===== src/rtl/sdram_pkg.sv =====
// Shared SDRAM definitions: command encodings {cs_n,ras_n,cas_n,we_n},
// arbiter state encoding, requester indices and default bus widths.
package sdram_pkg;

    localparam int DEF_ADDR_W = 12;
    localparam int DEF_BANK_W = 2;

    localparam logic [3:0] CMD_NOP  = 4'b0111;
    localparam logic [3:0] CMD_PRE  = 4'b0010;
    localparam logic [3:0] CMD_AREF = 4'b0001;
    localparam logic [3:0] CMD_ACT  = 4'b0011;
    localparam logic [3:0] CMD_WR   = 4'b0100;
    localparam logic [3:0] CMD_RD   = 4'b0101;

    typedef enum logic [2:0] {
        ST_INIT  = 3'd0,
        ST_ARBIT = 3'd1,
        ST_AREF  = 3'd2,
        ST_WRITE = 3'd3,
        ST_READ  = 3'd4
    } arb_state_t;

    // Bit positions inside the request / grant vectors
    localparam int REQ_N   = 3;
    localparam int SEL_REF = 0;
    localparam int SEL_WR  = 1;
    localparam int SEL_RD  = 2;

endpackage


===== src/rtl/sdram_arbit_if.sv =====
// Bundle of all requester-side and pin-side signals of the SDRAM arbiter.
// slave = arbiter side, master = init/refresh/write/read engines and pins.
interface sdram_arbit_if
    import sdram_pkg::*;
#(
    parameter int ADDR_W = DEF_ADDR_W,
    parameter int BANK_W = DEF_BANK_W
);
    logic              flag_init_end;
    logic [3:0]        init_cmd;
    logic [ADDR_W-1:0] init_addr;

    logic              ref_req;
    logic              ref_en;
    logic              flag_ref_end;
    logic [3:0]        aref_cmd;
    logic [ADDR_W-1:0] aref_addr;

    logic              wr_req;
    logic              wr_en;
    logic              flag_wr_end;
    logic [3:0]        wr_cmd;
    logic [ADDR_W-1:0] wr_addr;
    logic [BANK_W-1:0] wr_bank;

    logic              rd_req;
    logic              rd_en;
    logic              flag_rd_end;
    logic [3:0]        rd_cmd;
    logic [ADDR_W-1:0] rd_addr;
    logic [BANK_W-1:0] rd_bank;

    logic [3:0]        sdram_cmd;
    logic [ADDR_W-1:0] sdram_addr;
    logic [BANK_W-1:0] sdram_bank;
    logic [2:0]        arb_state;

    modport slave (
        input  flag_init_end, init_cmd, init_addr,
        input  ref_req, flag_ref_end, aref_cmd, aref_addr,
        input  wr_req, flag_wr_end, wr_cmd, wr_addr, wr_bank,
        input  rd_req, flag_rd_end, rd_cmd, rd_addr, rd_bank,
        output ref_en, wr_en, rd_en,
        output sdram_cmd, sdram_addr, sdram_bank, arb_state
    );

    modport master (
        output flag_init_end, init_cmd, init_addr,
        output ref_req, flag_ref_end, aref_cmd, aref_addr,
        output wr_req, flag_wr_end, wr_cmd, wr_addr, wr_bank,
        output rd_req, flag_rd_end, rd_cmd, rd_addr, rd_bank,
        input  ref_en, wr_en, rd_en,
        input  sdram_cmd, sdram_addr, sdram_bank, arb_state
    );

endinterface


===== src/rtl/sdram_arbit_sel.sv =====
// Grant picker: refresh always wins; a write/read tie goes to the opposite
// of the last granted of the two (last_rd=1 means read was granted last).
module sdram_arbit_sel
    import sdram_pkg::*;
(
    input  logic [REQ_N-1:0] req,
    input  logic             last_rd,
    output logic [REQ_N-1:0] pick
);

    always_comb begin
        pick = '0;
        if (req[SEL_REF]) begin
            pick[SEL_REF] = 1'b1;
        end else if (req[SEL_WR] && req[SEL_RD]) begin
            if (last_rd) begin
                pick[SEL_WR] = 1'b1;
            end else begin
                pick[SEL_RD] = 1'b1;
            end
        end else if (req[SEL_WR]) begin
            pick[SEL_WR] = 1'b1;
        end else if (req[SEL_RD]) begin
            pick[SEL_RD] = 1'b1;
        end
    end

endmodule


===== src/rtl/sdram_arbit.sv =====
// SDRAM command arbiter: INIT until init completes, then grants refresh,
// write or read bursts one at a time. Define SDRAM_ARBIT_RR_EN for write/read round robin.
module sdram_arbit
    import sdram_pkg::*;
#(
    parameter int ADDR_W = DEF_ADDR_W,
    parameter int BANK_W = DEF_BANK_W
) (
    input  logic         clk,
    input  logic         rst_n,
    sdram_arbit_if.slave bus
);

    arb_state_t        state_reg;
    arb_state_t        state_next;
    logic [REQ_N-1:0]  grant_reg;
    logic [REQ_N-1:0]  grant_next;
    logic [REQ_N-1:0]  req_vec;
    logic [REQ_N-1:0]  pick;
    logic              last_rd;

    logic [3:0]        cmd_mux;
    logic [ADDR_W-1:0] addr_mux;
    logic [BANK_W-1:0] bank_mux;

    assign req_vec = {bus.rd_req, bus.wr_req, bus.ref_req};

`ifdef SDRAM_ARBIT_RR_EN
    logic ptr_reg;
    logic ptr_next;

    // Pointer remembers whether read (1) or write (0) was granted last
    always_ff @(posedge clk or negedge rst_n) begin
        if (!rst_n) begin
            ptr_reg <= 1'b1;
        end else begin
            ptr_reg <= ptr_next;
        end
    end

    always_comb begin
        ptr_next = ptr_reg;
        if (grant_next[SEL_WR]) begin
            ptr_next = 1'b0;
        end else if (grant_next[SEL_RD]) begin
            ptr_next = 1'b1;
        end
    end

    assign last_rd = ptr_reg;
`else
    // Fixed priority: behave as if read was always last, so write wins ties
    assign last_rd = 1'b1;
`endif

    sdram_arbit_sel u_sel (
        .req     (req_vec),
        .last_rd (last_rd),
        .pick    (pick)
    );

    always_ff @(posedge clk or negedge rst_n) begin
        if (!rst_n) begin
            state_reg <= ST_INIT;
            grant_reg <= '0;
        end else begin
            state_reg <= state_next;
            grant_reg <= grant_next;
        end
    end

    // Grants are only produced leaving ARBIT, so they land in the first
    // cycle of the burst state and are never adjacent.
    always_comb begin
        state_next = state_reg;
        grant_next = '0;
        case (state_reg)
            ST_INIT: begin
                if (bus.flag_init_end) state_next = ST_ARBIT;
            end
            ST_ARBIT: begin
                grant_next = pick;
                if (pick[SEL_REF])     state_next = ST_AREF;
                else if (pick[SEL_WR]) state_next = ST_WRITE;
                else if (pick[SEL_RD]) state_next = ST_READ;
            end
            ST_AREF: begin
                if (bus.flag_ref_end) state_next = ST_ARBIT;
            end
            ST_WRITE: begin
                if (bus.flag_wr_end) state_next = ST_ARBIT;
            end
            ST_READ: begin
                if (bus.flag_rd_end) state_next = ST_ARBIT;
            end
            default: state_next = ST_INIT;
        endcase
    end

    // Pin mux follows the state; reset forces a NOP regardless of state
    always_comb begin
        cmd_mux  = CMD_NOP;
        addr_mux = '0;
        bank_mux = '0;
        if (rst_n) begin
            case (state_reg)
                ST_INIT: begin
                    cmd_mux  = bus.init_cmd;
                    addr_mux = bus.init_addr;
                end
                ST_AREF: begin
                    cmd_mux  = bus.aref_cmd;
                    addr_mux = bus.aref_addr;
                end
                ST_WRITE: begin
                    cmd_mux  = bus.wr_cmd;
                    addr_mux = bus.wr_addr;
                    bank_mux = bus.wr_bank;
                end
                ST_READ: begin
                    cmd_mux  = bus.rd_cmd;
                    addr_mux = bus.rd_addr;
                    bank_mux = bus.rd_bank;
                end
                default: begin
                    cmd_mux  = CMD_NOP;
                    addr_mux = '0;
                    bank_mux = '0;
                end
            endcase
        end
    end

    assign bus.sdram_cmd  = cmd_mux;
    assign bus.sdram_addr = addr_mux;
    assign bus.sdram_bank = bank_mux;
    assign bus.arb_state  = state_reg;

    assign bus.ref_en = grant_reg[SEL_REF];
    assign bus.wr_en  = grant_reg[SEL_WR];
    assign bus.rd_en  = grant_reg[SEL_RD];

endmodule


===== src/flat_wrapper.sv =====
// flat-port wrapper written by rule: the top's interface ports become plain ports
module sdram_arbit_flat import sdram_pkg::*;
#(
    parameter int ADDR_W = DEF_ADDR_W,
    parameter int BANK_W = DEF_BANK_W
)
  (clk, rst_n, bus_flag_init_end, bus_init_cmd, bus_init_addr, bus_ref_req, bus_flag_ref_end, bus_aref_cmd, bus_aref_addr, bus_wr_req, bus_flag_wr_end, bus_wr_cmd, bus_wr_addr, bus_wr_bank, bus_rd_req, bus_flag_rd_end, bus_rd_cmd, bus_rd_addr, bus_rd_bank, bus_ref_en, bus_wr_en, bus_rd_en, bus_sdram_cmd, bus_sdram_addr, bus_sdram_bank, bus_arb_state);
  sdram_arbit_if #(.ADDR_W(ADDR_W), .BANK_W(BANK_W)) bus_i ();
  input  logic clk;
  input  logic rst_n;
  input wire logic [$bits(bus_i.flag_init_end)-1:0] bus_flag_init_end;
  input wire logic [$bits(bus_i.init_cmd)-1:0] bus_init_cmd;
  input wire logic [$bits(bus_i.init_addr)-1:0] bus_init_addr;
  input wire logic [$bits(bus_i.ref_req)-1:0] bus_ref_req;
  input wire logic [$bits(bus_i.flag_ref_end)-1:0] bus_flag_ref_end;
  input wire logic [$bits(bus_i.aref_cmd)-1:0] bus_aref_cmd;
  input wire logic [$bits(bus_i.aref_addr)-1:0] bus_aref_addr;
  input wire logic [$bits(bus_i.wr_req)-1:0] bus_wr_req;
  input wire logic [$bits(bus_i.flag_wr_end)-1:0] bus_flag_wr_end;
  input wire logic [$bits(bus_i.wr_cmd)-1:0] bus_wr_cmd;
  input wire logic [$bits(bus_i.wr_addr)-1:0] bus_wr_addr;
  input wire logic [$bits(bus_i.wr_bank)-1:0] bus_wr_bank;
  input wire logic [$bits(bus_i.rd_req)-1:0] bus_rd_req;
  input wire logic [$bits(bus_i.flag_rd_end)-1:0] bus_flag_rd_end;
  input wire logic [$bits(bus_i.rd_cmd)-1:0] bus_rd_cmd;
  input wire logic [$bits(bus_i.rd_addr)-1:0] bus_rd_addr;
  input wire logic [$bits(bus_i.rd_bank)-1:0] bus_rd_bank;
  output wire logic [$bits(bus_i.ref_en)-1:0] bus_ref_en;
  output wire logic [$bits(bus_i.wr_en)-1:0] bus_wr_en;
  output wire logic [$bits(bus_i.rd_en)-1:0] bus_rd_en;
  output wire logic [$bits(bus_i.sdram_cmd)-1:0] bus_sdram_cmd;
  output wire logic [$bits(bus_i.sdram_addr)-1:0] bus_sdram_addr;
  output wire logic [$bits(bus_i.sdram_bank)-1:0] bus_sdram_bank;
  output wire logic [$bits(bus_i.arb_state)-1:0] bus_arb_state;
  assign bus_i.flag_init_end = bus_flag_init_end;
  assign bus_i.init_cmd = bus_init_cmd;
  assign bus_i.init_addr = bus_init_addr;
  assign bus_i.ref_req = bus_ref_req;
  assign bus_i.flag_ref_end = bus_flag_ref_end;
  assign bus_i.aref_cmd = bus_aref_cmd;
  assign bus_i.aref_addr = bus_aref_addr;
  assign bus_i.wr_req = bus_wr_req;
  assign bus_i.flag_wr_end = bus_flag_wr_end;
  assign bus_i.wr_cmd = bus_wr_cmd;
  assign bus_i.wr_addr = bus_wr_addr;
  assign bus_i.wr_bank = bus_wr_bank;
  assign bus_i.rd_req = bus_rd_req;
  assign bus_i.flag_rd_end = bus_flag_rd_end;
  assign bus_i.rd_cmd = bus_rd_cmd;
  assign bus_i.rd_addr = bus_rd_addr;
  assign bus_i.rd_bank = bus_rd_bank;
  assign bus_ref_en = bus_i.ref_en;
  assign bus_wr_en = bus_i.wr_en;
  assign bus_rd_en = bus_i.rd_en;
  assign bus_sdram_cmd = bus_i.sdram_cmd;
  assign bus_sdram_addr = bus_i.sdram_addr;
  assign bus_sdram_bank = bus_i.sdram_bank;
  assign bus_arb_state = bus_i.arb_state;
  sdram_arbit #(.ADDR_W(ADDR_W), .BANK_W(BANK_W)) u_core (.clk(clk), .rst_n(rst_n), .bus(bus_i));
endmodule

===== config.mk =====
export PLATFORM = sky130hd
export DESIGN_NAME = sdram_arbit_flat
export DESIGN_NICKNAME = d
export VERILOG_FILES = /design/src/rtl/sdram_pkg.sv /design/src/rtl/sdram_arbit_if.sv /design/src/rtl/sdram_arbit_sel.sv /design/src/rtl/sdram_arbit.sv /design/src/flat_wrapper.sv
export SDC_FILE = /design/constraint.sdc
export NUM_CORES = 1
export LEC_CHECK = 0
export BUFFER_PORTS_ARGS = -buffer_cell sky130_fd_sc_hd__buf_2
export CORE_MARGIN = 2
export CORE_UTILIZATION = 38
export DETAILED_ROUTE_END_ITERATION = 10
export GPL_TIMING_DRIVEN = 0
export PLACE_DENSITY = 0.86
export SLEW_MARGIN = 15
export SYNTH_ARGS = -nofsm -noshare
export SYNTH_HDL_FRONTEND = slang
export SYNTH_SLANG_ARGS = --single-unit

===== constraint.sdc =====
create_clock -name clk -period 1.9 [get_ports clk]
set_input_delay 0.19 -clock clk [delete_from_list [all_inputs] [get_ports clk]]
set_output_delay 0.19 -clock clk [all_outputs]
set_load 0.05 [all_outputs]

# Word-level counts from Yosys, hierarchy flattened
# Index checks and enable logic that the tools add are counted.
# Widths: inputs -> output; s select.
[totals]
elab_cells = 35
ff_bits = 6
out_inout_bits = 24
inputBits = 77
[classes]
eq_ne = 9
muxes = 21
reduce_logical = 3
[op_table]
columns = ["op", "count"]
rows = [
  ["$pmux 12 s4", 1],
  ["$mux 3", 8],
  ["$pmux 4 s4", 1],
  ["$pmux 3 s5", 1],
  ["$mux 12", 1],
  ["$ne 2x2->1 const B", 4],
  ["$eq 3x2->1 const B", 2],
  ["$mux 2", 3],
  ["$reduce_and 5->1", 1],
  ["$mux 1", 4],
  ["$mux 4", 1],
  ["$ne 4x1->1 const B", 1],
  ["$pmux 2 s2", 1],
  ["$eq 3x1->1 const B", 1],
  ["$eq 3x3->1 const B", 1],
  ["$logic_not 3->1", 1],
  ["$logic_and 1x1->1", 1],
]

# Logic depth before layout (Yosys ltp)
# Gate-level depths: netlist of the first run.
[logic_depth]
depth_word = 8
depth_mapped = 6
ltp_nobuf = 3

# By module
# From an unflattened synthesis of the first run, not the netlist that was laid out.
[hier_totals]
hier_cells = 122
area_unflattened_um2 = 968.4
[modules_own_cells]
columns = ["mod", "area_per_inst_um2", "n_inst", "seq_area_each_um2", "cells_each"]
rows = [
  ["sdram_arbit", 930.9, 1, 150.1, 117],
  ["sdram_arbit_sel", 37.5, 1, 0.0, 5],
]

# Worst setup path after synthesis of the first run
# OpenSTA, ideal clock, no wires.
[synth_timing]
kind = "reg-to-output"
start = "reg u_core.state_reg[2] (netlist: u_core.bus.arb_state[2])"
end = "out bus_sdram_addr[10]"
setup_slack_ns = -0.346
path_buffers = 2
t_arrival_ns = 2.056
t_required_ns = 1.710
path_stages_with_launch = 5
cell_sequence = "dfrtp_1 > buf_4 > buf_4 > or3_1 > a21oi_1"
[synth_via]
elab_chain_cells = 3
elab_cells_between_ends = 6
classes_between = "3 x eq/ne; 2 x mux; 1 x reduce/logical"
[synth_rtl]
columns = ["item", "line", "rtl"]
rows = [
  ["start, declared", "sdram_arbit.sv:14", "arb_state_t state_reg;"],
  ["start signal, assigned", "sdram_arbit.sv:67", "state_reg <= state_next;"],
  ["$eq 3x3->1, or another cell as far along", "sdram_arbit.sv:106", "case (state_reg)"],
  ["$pmux 12 s4 (*)", "sdram_arbit.sv:106", ""],
  ["$mux 12 (*)", "sdram_arbit.sv:105", "if (rst_n) begin"],
  ["end, declared", "flat_wrapper.sv:32", "output wire logic [$bits(bus_i.sdram_addr)-1:0] bus_sdram_addr;"],
]
# Every way passes the cells marked *; elsewhere a longest branch is shown, timed or not.

# Worst setup path after layout of the first run
[layout_timing]
start = "reg u_core.state_reg[1] (netlist: u_core.bus.arb_state[1])"
end = "out bus_sdram_addr[8]"
# The elaborated chain is that of the path after synthesis.

==> results of run 1 <==
critical path, delay by kind of cell (launching register included):
family                 cells  cell delay, ns
DFF                        1            0.45
AOI/OAI and AO/OA          1            0.20
and+or+nand+nor            2            0.35
buffers and inverters      3            0.45
power by group through the flow:
stage	registers [W]	clock network (W)	logic, W
floorplan	0.000322	0	0.00131
global placement	0.000203	0	0.00178
detailed placement	0.000205	0	0.00179
CTS	0.000203	0.000132	0.00186
global route	0.000206	0.000145	0.00218
finish	0.000202	0.000132	0.00205
per-stage QoR:
stage | power (W) | hold slack, ns | setup TNS [ns]
2_1_floorplan | 0.00163 | -0.106 | -0.273
3_3_place_gp | 0.00199 | 0.0585 | 0
3_5_place_dp | 0.00200 | 0.0612 | 0
4_1_cts | 0.00219 | 0.152 | 0
5_1_grt | 0.00253 | 0.159 | -0.316
6_report | 0.00238 | 0.159 | -0.00227
worst paths after layout:
kind,cells past startpoint,to,slack (ns),from
min in group asynchronous,2,u_core.grant_reg[1],0.32,rst_n
max in group asynchronous,2,u_core.bus.arb_state[2],1.39,rst_n
min,2,u_core.grant_reg[1],0.16,bus_ref_req
min reg2reg,2,u_core.bus.arb_state[2],0.73,u_core.bus.arb_state[1]
max reg2reg,3,u_core.bus.arb_state[2],0.67,u_core.bus.arb_state[0]
max,6,bus_sdram_addr[8],-0.002,u_core.bus.arb_state[1]
cells by family after synthesis:
group	after synthesis	share of synthesized area (%)
flops	6	15.2
simple gates	37	22.0
mux	30	30.7
compound gates	28	21.5
buf+inv	12	10.5
routing by layer:
metal	up-vias	track usage [%]	wire length (µm)
met5	-	0	0
met4	0	5.69	29
met3	6	4.03	319
met2	70	41.7	1690
met1	600	24.7	1320
li1	643	-	-
area by class of cell:
class	count	area, µm²
fillers	204	734
multi-input cells	95	769
repair buffers	104	632
well taps	30	37.5
clock buffers	4	26.3
flip-flops and latches	6	154
plain buffers	12	124
placed cells by master, fill, tap and decap left out, types with 2 or more instances in the layout:
cell / Yosys / layout
or3b_1: 2 / 2
buf_8: 1 / 2
dfrtp_2: 0 / 3
buf_6: 3 / 16
o22ai_1: 3 / 3
mux2i_1: 28 / 28
o21a_1: 2 / 2
dfrtp_1: 6 / 3
nand2b_1: 2 / 2
a21boi_2: 0 / 2
a21oi_1: 3 / 2
buf_4: 6 / 10
nand3_1: 6 / 5
o211ai_1: 3 / 3
clkbuf_4: 0 / 5
buf_2: 2 / 84
o22a_1: 12 / 12
mux2_2: 2 / 2
nor2_2: 6 / 12
nand2_1: 3 / 3
timing repair:
item	CTS	global route
cloned	0	1
setup endpoints to repair	13	17
hold buffers	1	0
resized for setup	14	24
setup buffers	0	2
endpoints found under the hold margin	6	0
pin swaps	0	6
==> run metrics, run 1 <==
Placer Congestion 0.713; fraction of layout cells with a size suffix above 1 64.3%; Critical Path Max Stage Delay 0.45 ns; min cycle time layout 1.90 ns; Fmax 526 MHz; Leakage 0.841 nW; CP dominant cell by count buf_6; DIE HEIGHT 54.9 µm; Num Clock Sinks 6; total core area 2480 µm²; crit path cell chain or2_1 > buf_6 > clkbuf_16 > o22a_1 > nor2_2 > buf_6; Synth top cells by count 28 x mux2i_1, 12 x o22a_1, 8 x nor2_1; total number of vias 1319; RSZ-0062 raised after global routing yes; crit share post-route 100%; Synth Warn # 0; Clk network pwr share 5.5%; critical path type reg2out; DRC 0; combinational fraction of design power 86.0%; Internal Power 0.00110 W; Yosys cell types 32; Post-synth EDFFs 0; Max-Cap Viols 0; antenna viol nets, final 0; Gate Count Post-Synth 113; count leader, synth mux2i_1; clock root cell clkbuf_4; Final Hold Vio Count 0; #FFs+latches synth 6; worst vdd ir 1.07 mV; global-route wire length before repair 4860 µm; sequential area share after synthesis 15.2%; final setup fails 1; worst path required time 1.71 ns; Post-Layout Cell Count 251; synth top area cells mux2i_1 28%, dfrtp_1 15%, o22a_1 11%; HP Class in2reg; number of vias per cell 5.25; die footprint 3010 µm²; GR Overflow Total 0; Flop pwr share 8.5%; drt wl/cell 13.4 µm; Setup WS pre-CTS 0.138 ns; largest net degree at the start of global routing 13; Slowest cell on crit path dfrtp_2; Synth Cell Area 985 µm²; CTS buffer count 3; slew margin rel. 78.8%; Synth Flop Type dfrtp_1; Post-Place Cells 243; first-pass iteration count of the detailed router 4; Synth top area share 28.5%; Power Dens Cells 1370 nW/µm²; hpwl dp 2650 µm; worst skew pair latency 0.26 ns; CP Launch Type flop; area post-placement 1560 µm²; switching portion of total power 53.8%; ANT cells 0; post-route cell area 1740 µm²; H-tree depth 1; Final #Nets 299; CTS max path bufs 2; Die Wd 54.9 µm; Async SR Flop Fraction 100%; skew final 0.0166 ns; clock transition at the registers of the reported paths 0.06 ns; antenna violations before repair 0; syn_area_per_cell 8.71 µm²; Crit. End Element output port; outcome finished with violations; io pins 101; critical path fanouts, max 8; I/O Buffers 100; measured slew at the worst slew-check pin 0.314 ns; initial core utilization 39.7%; leading area contributor after synthesis mux2i_1; post-route setup slack -0.00227 ns; failing checks negative setup slack; CTS tree done; number of DRC markers in iteration 0 18; Cell Rows 18; Final Slew Violations 0; Finished Core Util 70.4%; CP arrival 1.71 ns; Sw Pwr 0.00128 W; Area growth, synth to finish 77.0%; Post-Syn Nets 190; vias in the first global route 1172; routed wire length 3350 µm; total global-route track usage 21.9%
No activity file was read; power rests on OpenSTA's default activity.
==> run 2: changes to the inputs <==
BUFFER_PORTS_ARGS = not set   (was -buffer_cell sky130_fd_sc_hd__buf_2)
CORE_UTILIZATION = 50   (was 38)
DONT_BUFFER_PORTS = 1   (was not set)
PLACE_DENSITY = not set   (was 0.86)
==> run metrics, run 2 (synthesis gave the netlist of run 1 again) <==
CP arrival 2.13 ns (+0.42 ns); number of DRC markers in iteration 0 23 (+5); Area growth, synth to finish 54.3%; combinational fraction of design power 82.1% (-3.9 points); worst reg-to-reg setup slack 0.34 ns (-0.33 ns); slew margin rel. 29.8% (-49 points); crit share post-route 122% (+22 points); critical path fanouts, max 5 (-3); die footprint 2340 µm² (-22%); reg2reg start u_core.bus.arb_state[2]; Final Hold Vio Count 0 (unchanged); Sw Pwr 0.00146 W (+14%); RSZ-0062 raised after global routing yes; CTS tree done; register area 156 µm² (+1.6%); area post-placement 1060 µm² (-32%); total core area 1900 µm² (-23%); Num Clock Sinks 6 (unchanged); Fmax 432 MHz (-18%); routed wire length 3330 µm (-0.69%); post-route cell area 1520 µm² (-13%); Leakage 0.552 nW (-34%); measured slew at the worst slew-check pin 1.05 ns (+0.735 ns); Cell Rows 16 (-2); Setup WS pre-CTS -0.212 ns (-0.350 ns); io pins 101 (unchanged); global-route wire length before repair 4980 µm (+2.4%); CP Launch Type flop; worst r2r dst u_core.bus.arb_state[2]; multi-input logic area 943 µm² (+23%); final setup fails 18 (+17); post-route setup slack -0.415 ns (-0.413 ns); total global-route track usage 26.7% (+4.8 points); Max-Cap Viols 0 (unchanged); worst skew pair latency 0.24 ns (-0.02 ns); vias in the first global route 1017 (-13%); min cycle time layout 2.32 ns (+0.413 ns); total number of vias 1058 (-20%); skew final 0.00818 ns (-0.00839 ns); drt wl/cell 20.4 µm (+53%); WHS Path Cells 1 (-1); switching portion of total power 55.3% (+1.5 points); most frequent cells in the layout 28 x mux2i_1, 14 x buf_4, 13 x nor2_4, 12 x o22a_1, 7 x buf_6; Internal Power 0.00118 W (+7.3%); CTS buffer count 3 (unchanged); fill cell count 127 (-38%); failing checks negative setup slack; clock transition at the registers of the reported paths 0.05 ns (about the same); Hold EP u_core.grant_reg[1]; largest net degree at the start of global routing 11 (-2); Tot Pwr 0.00264 W (+11%); most common cell after layout, fill and taps aside mux2i_1; number of vias per cell 6.49 (+24%); hpwl dp 2010 µm (-24%); clock root cell clkbuf_4; Final #Nets 214 (-28%); antenna viol nets, final 0 (unchanged); DIE HEIGHT 48.4 µm (-12%); CTS max path bufs 2 (unchanged); H-tree depth 1 (unchanged); first-pass iteration count of the detailed router 4 (unchanged); worst path required time 1.71 ns (about the same); GR Overflow Total 0 (unchanged); fraction of layout cells with a size suffix above 1 50.0% (-14 points); HP Class in2reg; Die Wd 48.4 µm (-12%); critical path type reg2out; I/O Buffers 0 (-100%); Min-Delay Startpoint bus_ref_req; Final Slew Violations 0 (unchanged); Clk network pwr share 4.7% (-0.8 points); Crit. End Element output port; Reg2Reg Depth 7 (+4); ANT cells 0 (unchanged); Flop pwr share 13.2% (+4.7 points); worst vdd ir 1.01 mV (-5.1%); Hold Slack 0.0241 ns (-0.135 ns); initial core utilization 51.8% (+12 points); DRC 0 (unchanged); outcome finished with violations; Placer Congestion 0.748 (+5.0%); Power Dens Cells 1740 nW/µm² (+27%); antenna violations before repair 0 (unchanged)
==> run 2: cell count changes in the layout (fill, tap and decap cells not counted), sizes merged <==
cell	previous run	this run
buf	112	29
clkbuf	7	5
==> run 2: worst max-delay path by stage <==
stage,from,endpoint,slack [ns],depth (start not counted)
final,u_core.bus.arb_state[2],bus_sdram_cmd[2],-0.42,5
after global routing,u_core.bus.arb_state[2],bus_sdram_cmd[2],-0.47,5
after CTS,u_core.bus.arb_state[1],bus_sdram_cmd[2],-0.44,4
after detailed placement,u_core.bus.arb_state[2],bus_sdram_cmd[2],-0.21,5
after global placement,u_core.bus.arb_state[2],bus_sdram_cmd[2],-0.19,5
after floorplan,u_core.bus.arb_state[2],bus_sdram_cmd[1],-0.14,5
==> run 2: power groups by stage <==
| stage | registers (W) | logic [W] | clock network (W) |
|---|---|---|---|
| floorplan | 0.000322 | 0.00131 | 0 |
| global placement | 0.000332 | 0.00144 | 0 |
| detailed placement | 0.000333 | 0.00146 | 0 |
| CTS | 0.000334 | 0.00190 | 0.000131 |
| global route | 0.000355 | 0.00227 | 0.000138 |
| finish | 0.000348 | 0.00217 | 0.000125 |
==> run 2: repair_timing <==
action | CTS | global route
setup endpoints to repair | 18 | 18
gates resized for setup | 40 | 18
hold buffers | 1 | 0
buffers inserted | 12 | 8
endpoints found under the hold margin | 6 | 0
pin swaps | 10 | 13
gates cloned | 0 | 1
==> run 2: per-stage QoR <==
step           cells  TNS [ns]  utilization [%]
2_1_floorplan    113    -0.273                -
3_3_place_gp     140     -1.38             55.7
3_5_place_dp     140     -1.55             55.7
4_1_cts          157     -4.93             72.8
5_1_grt          163     -4.32             79.9
6_report         163     -3.49             79.9
==> run 2: layer usage <==
metal	vias up	GRT usage, %	wire length [µm]
met5	-	0	0
met4	0	8.10	48
met3	4	5.86	278
met2	76	45.1	1740
met1	503	34.2	1260
li1	475	-	-
==> run 2: area by class of cell <==
class | instances | share of cell area, %
clock buffers | 4 | 1.73
repair buffers | 20 | 13.3
multi-input cells | 95 | 62.1
plain buffers | 11 | 10.4
well taps | 27 | 2.22
flip-flops and latches | 6 | 10.3
==> run 2: critical path, stage by stage (launching register included) <==
cell	delay, ns
dfrtp_2	0.51
buf_6	0.17
buf_12	0.12
buf_8	0.12
mux2i_1	0.11
o211ai_1	0.84
==> run 3: changes to the inputs <==
MAX_ROUTING_LAYER = met4   (was not set)
SYNTH_HIERARCHICAL = 1   (was not set)
==> run metrics, run 3 <==
outcome finished with violations; failing checks negative setup slack; Sw Pwr 0.00143 W (-2.0%); Final Hold Vio Count 0 (unchanged); post-synthesis adder-cell area fraction 0% (unchanged); Synth top cells by count 27 x mux2i_1, 20 x nor2_1, 13 x o22a_1, 6 x dfrtp_1; Simple-Gate Fraction of Synth Area 18.9% (-3.1 points); Reg2Reg Depth 8 (+1); switching portion of total power 53.4% (-1.9 points); Hold Slack 0.136 ns (+0.111 ns); Synth Area in XOR/XNOR 0% (unchanged); Post-synth EDFFs 0 (unchanged); sequential area share after synthesis 15.5% (+0.26 points); ANT cells 0 (unchanged); #FFs+latches synth 6 (unchanged); largest family of logic cells by synthesized area multiplexers; CP Launch Type flop; Final Slew Violations 0 (unchanged); post-synthesis mux area share 30.2% (-0.52 points); hpwl dp 2120 µm (+5.8%); crit share post-route 124% (+2.3 points); worst path required time 1.71 ns (about the same); clock root cell clkbuf_4; H-tree depth 1 (unchanged); worst reg-to-reg setup slack 0.04 ns (-0.30 ns); Compound-Gate Fraction of Synth Area 25.5% (+4.0 points); Synth Flop Type dfrtp_1; I/O Buffers 0 (unchanged); vias in the first global route 956 (-6.0%); worst vdd ir 1.01 mV (about the same); post-route setup slack -0.459 ns (-0.0435 ns); number of vias per cell 6.38 (-1.6%); end point of the critical path bus_sdram_cmd[0]; first-pass iteration count of the detailed router 4 (unchanged); count leader, synth mux2i_1; Cell Rows 15 (-1); Placer Congestion 0.812 (+8.5%); global-route wire length before repair 4160 µm (-16%); GR Overflow Total 0 (unchanged); Synth Warn # 6 (+6); final setup fails 18 (unchanged); min cycle time layout 2.36 ns (+0.0435 ns); measured slew at the worst slew-check pin 1.08 ns (+0.0335 ns); Internal Power 0.00125 W (+5.8%); Flop pwr share 11.9% (-1.3 points); largest net degree at the start of global routing 11 (unchanged); number of DRC markers in iteration 0 9 (-61%); total number of vias 1079 (+2.0%); leading area contributor after synthesis mux2i_1; crit path cell chain buf_6 > buf_8 > and2_1 > a22oi_1 > o211ai_1; worst r2r dst u_core/bus.arb_state[0]; initial core utilization 54.3% (+2.5 points); total global-route track usage 27.7% (+0.94 points); worst skew pair latency 0.25 ns (about the same); Power Dens Cells 1790 nW/µm² (+2.7%); antenna violations before repair 0 (unchanged); Final #Nets 222 (+3.7%); DRC 0 (unchanged); Critical path origin u_core/bus.arb_state[0]; skew final 0.0103 ns (+0.00214 ns); Post-Place Cells 148 (+5.7%); Slowest cell on crit path o211ai_1; io pins 101 (unchanged); critical path fanouts, max 4 (-1); Critical Path Max Stage Delay 0.86 ns (+0.02 ns); die footprint 2300 µm² (-1.5%); Fmax 424 MHz (-1.8%); most frequent cells in the layout 27 x mux2i_1, 14 x nor2_4, 13 x o22a_1, 11 x buf_4, 8 x buf_6; Die Wd 48.0 µm (-0.75%); RSZ-0062 raised after global routing yes; CTS buffer count 3 (unchanged); synth top area cells mux2i_1 28%, dfrtp_1 16%, o22a_1 12%; Clk network pwr share 4.7% (about the same); total core area 1780 µm² (-6.2%); CP arrival 2.17 ns (+0.04 ns); Crit. End Element output port; Async SR Flop Fraction 100% (unchanged); routed wire length 3450 µm (+3.7%); Post-Layout Cell Count 169 (+3.7%); combinational fraction of design power 83.4% (+1.3 points); antenna viol nets, final 0 (unchanged); critical path type reg2out; Max-Cap Viols 0 (unchanged); syn_area_per_cell 7.94 µm² (-8.9%); Synth Cell Area 968 µm² (-1.7%); Leakage 0.595 nW (+7.8%); fraction of layout cells with a size suffix above 1 45.1% (-4.9 points); fill cell count 104 (-18%); Gate Count Post-Synth 122 (+8.0%); most common cell after layout, fill and taps aside mux2i_1; Num Clock Sinks 6 (unchanged); reg2reg start u_core/bus.arb_state[0]; Area growth, synth to finish 54.9%; drt wl/cell 20.4 µm (about the same); DIE HEIGHT 48.0 µm (-0.75%); slew margin rel. 27.5% (-2.2 points); HP Class in2reg; CTS max path bufs 2 (unchanged); Synth top area share 27.9% (-0.56 points); Yosys cell types 30 (-6.3%); clock transition at the registers of the reported paths 0.05 ns (about the same); CTS tree done
-- run 3: worst min-delay path by stage --
stage                         endpoint             from  cells after the start
2_1_floorplan  u_core/bus.arb_state[0]            rst_n                      0
3_3_place_gp       u_core/grant_reg[1]            rst_n                      0
3_5_place_dp       u_core/grant_reg[2]            rst_n                      0
4_1_cts        u_core/bus.arb_state[0]  bus_flag_rd_end                      2
5_1_grt        u_core/bus.arb_state[0]  bus_flag_rd_end                      2
6_report       u_core/bus.arb_state[0]  bus_flag_rd_end                      2
-- run 3: logic make-up after synthesis --
kind of cell / count (synthesis)
compound gates: 32
buf+inv: 15
flops: 6
mux: 29
other cells: 1
simple gates: 39
-- run 3: timing repair --
action / CTS / global route
gates cloned: 3 / 0
gates resized for setup: 36 / 9
setup endpoints to repair: 18 / 18
buffers inserted: 12 / 2
hold buffers: 1 / 0
pin swaps: 26 / 18
hold endpoints to repair: 6 / 0
-- run 3: final cells by class --
class	instances	area (µm²)	share of cell area [%]
tap	25	31.3	2.09
buffer	11	124	8.26
multi-input combinational	102	940	62.6
sequential	6	154	10.3
inverter	3	11.3	0.751
timing repair buffer	18	214	14.3
clock buffer	4	26.3	1.75
-- run 3: power groups by stage --
| stage | combinational, W | sequential (W) | clock [W] |
|---|---|---|---|
| CTS | 0.00209 | 0.000316 | 0.000133 |
| finish | 0.00223 | 0.000319 | 0.000126 |
| global route | 0.00234 | 0.000322 | 0.000140 |
| global placement | 0.00148 | 0.000313 | 0 |
| floorplan | 0.00135 | 0.000304 | 0 |
| detailed placement | 0.00149 | 0.000314 | 0 |
-- run 3: metal layers --
layer / GRT usage (%) / wire, µm / part of all wire (%)
met4: 12.4 / 53 / 1.5
met3: 5.66 / 324 / 9.4
met2: 46.9 / 1800 / 52
met1: 30.9 / 1280 / 37
met5: - / 0 / 0
-- run 3: worst max-delay path, delay by kind of cell, from the launching register on --
family	cells	cell delay, ns
compound gates	2	0.94
flops	1	0.54
buf+inv	2	0.28
simple gates	1	0.17
-- run 3: stage by stage --
stage | total power (W) | area, µm² | setup WS (ns) | setup TNS, ns | util, %
after floorplan | 0.00165 | 1080 | -0.122 | -0.230 | -
after global placement | 0.00179 | 1110 | -0.277 | -1.70 | 62.4
after detailed placement | 0.00180 | 1110 | -0.291 | -1.82 | 62.4
after CTS | 0.00254 | 1450 | -0.406 | -4.66 | 81.5
after global routing | 0.00281 | 1500 | -0.529 | -6.06 | 84.1
final | 0.00268 | 1500 | -0.459 | -5.01 | 84.1
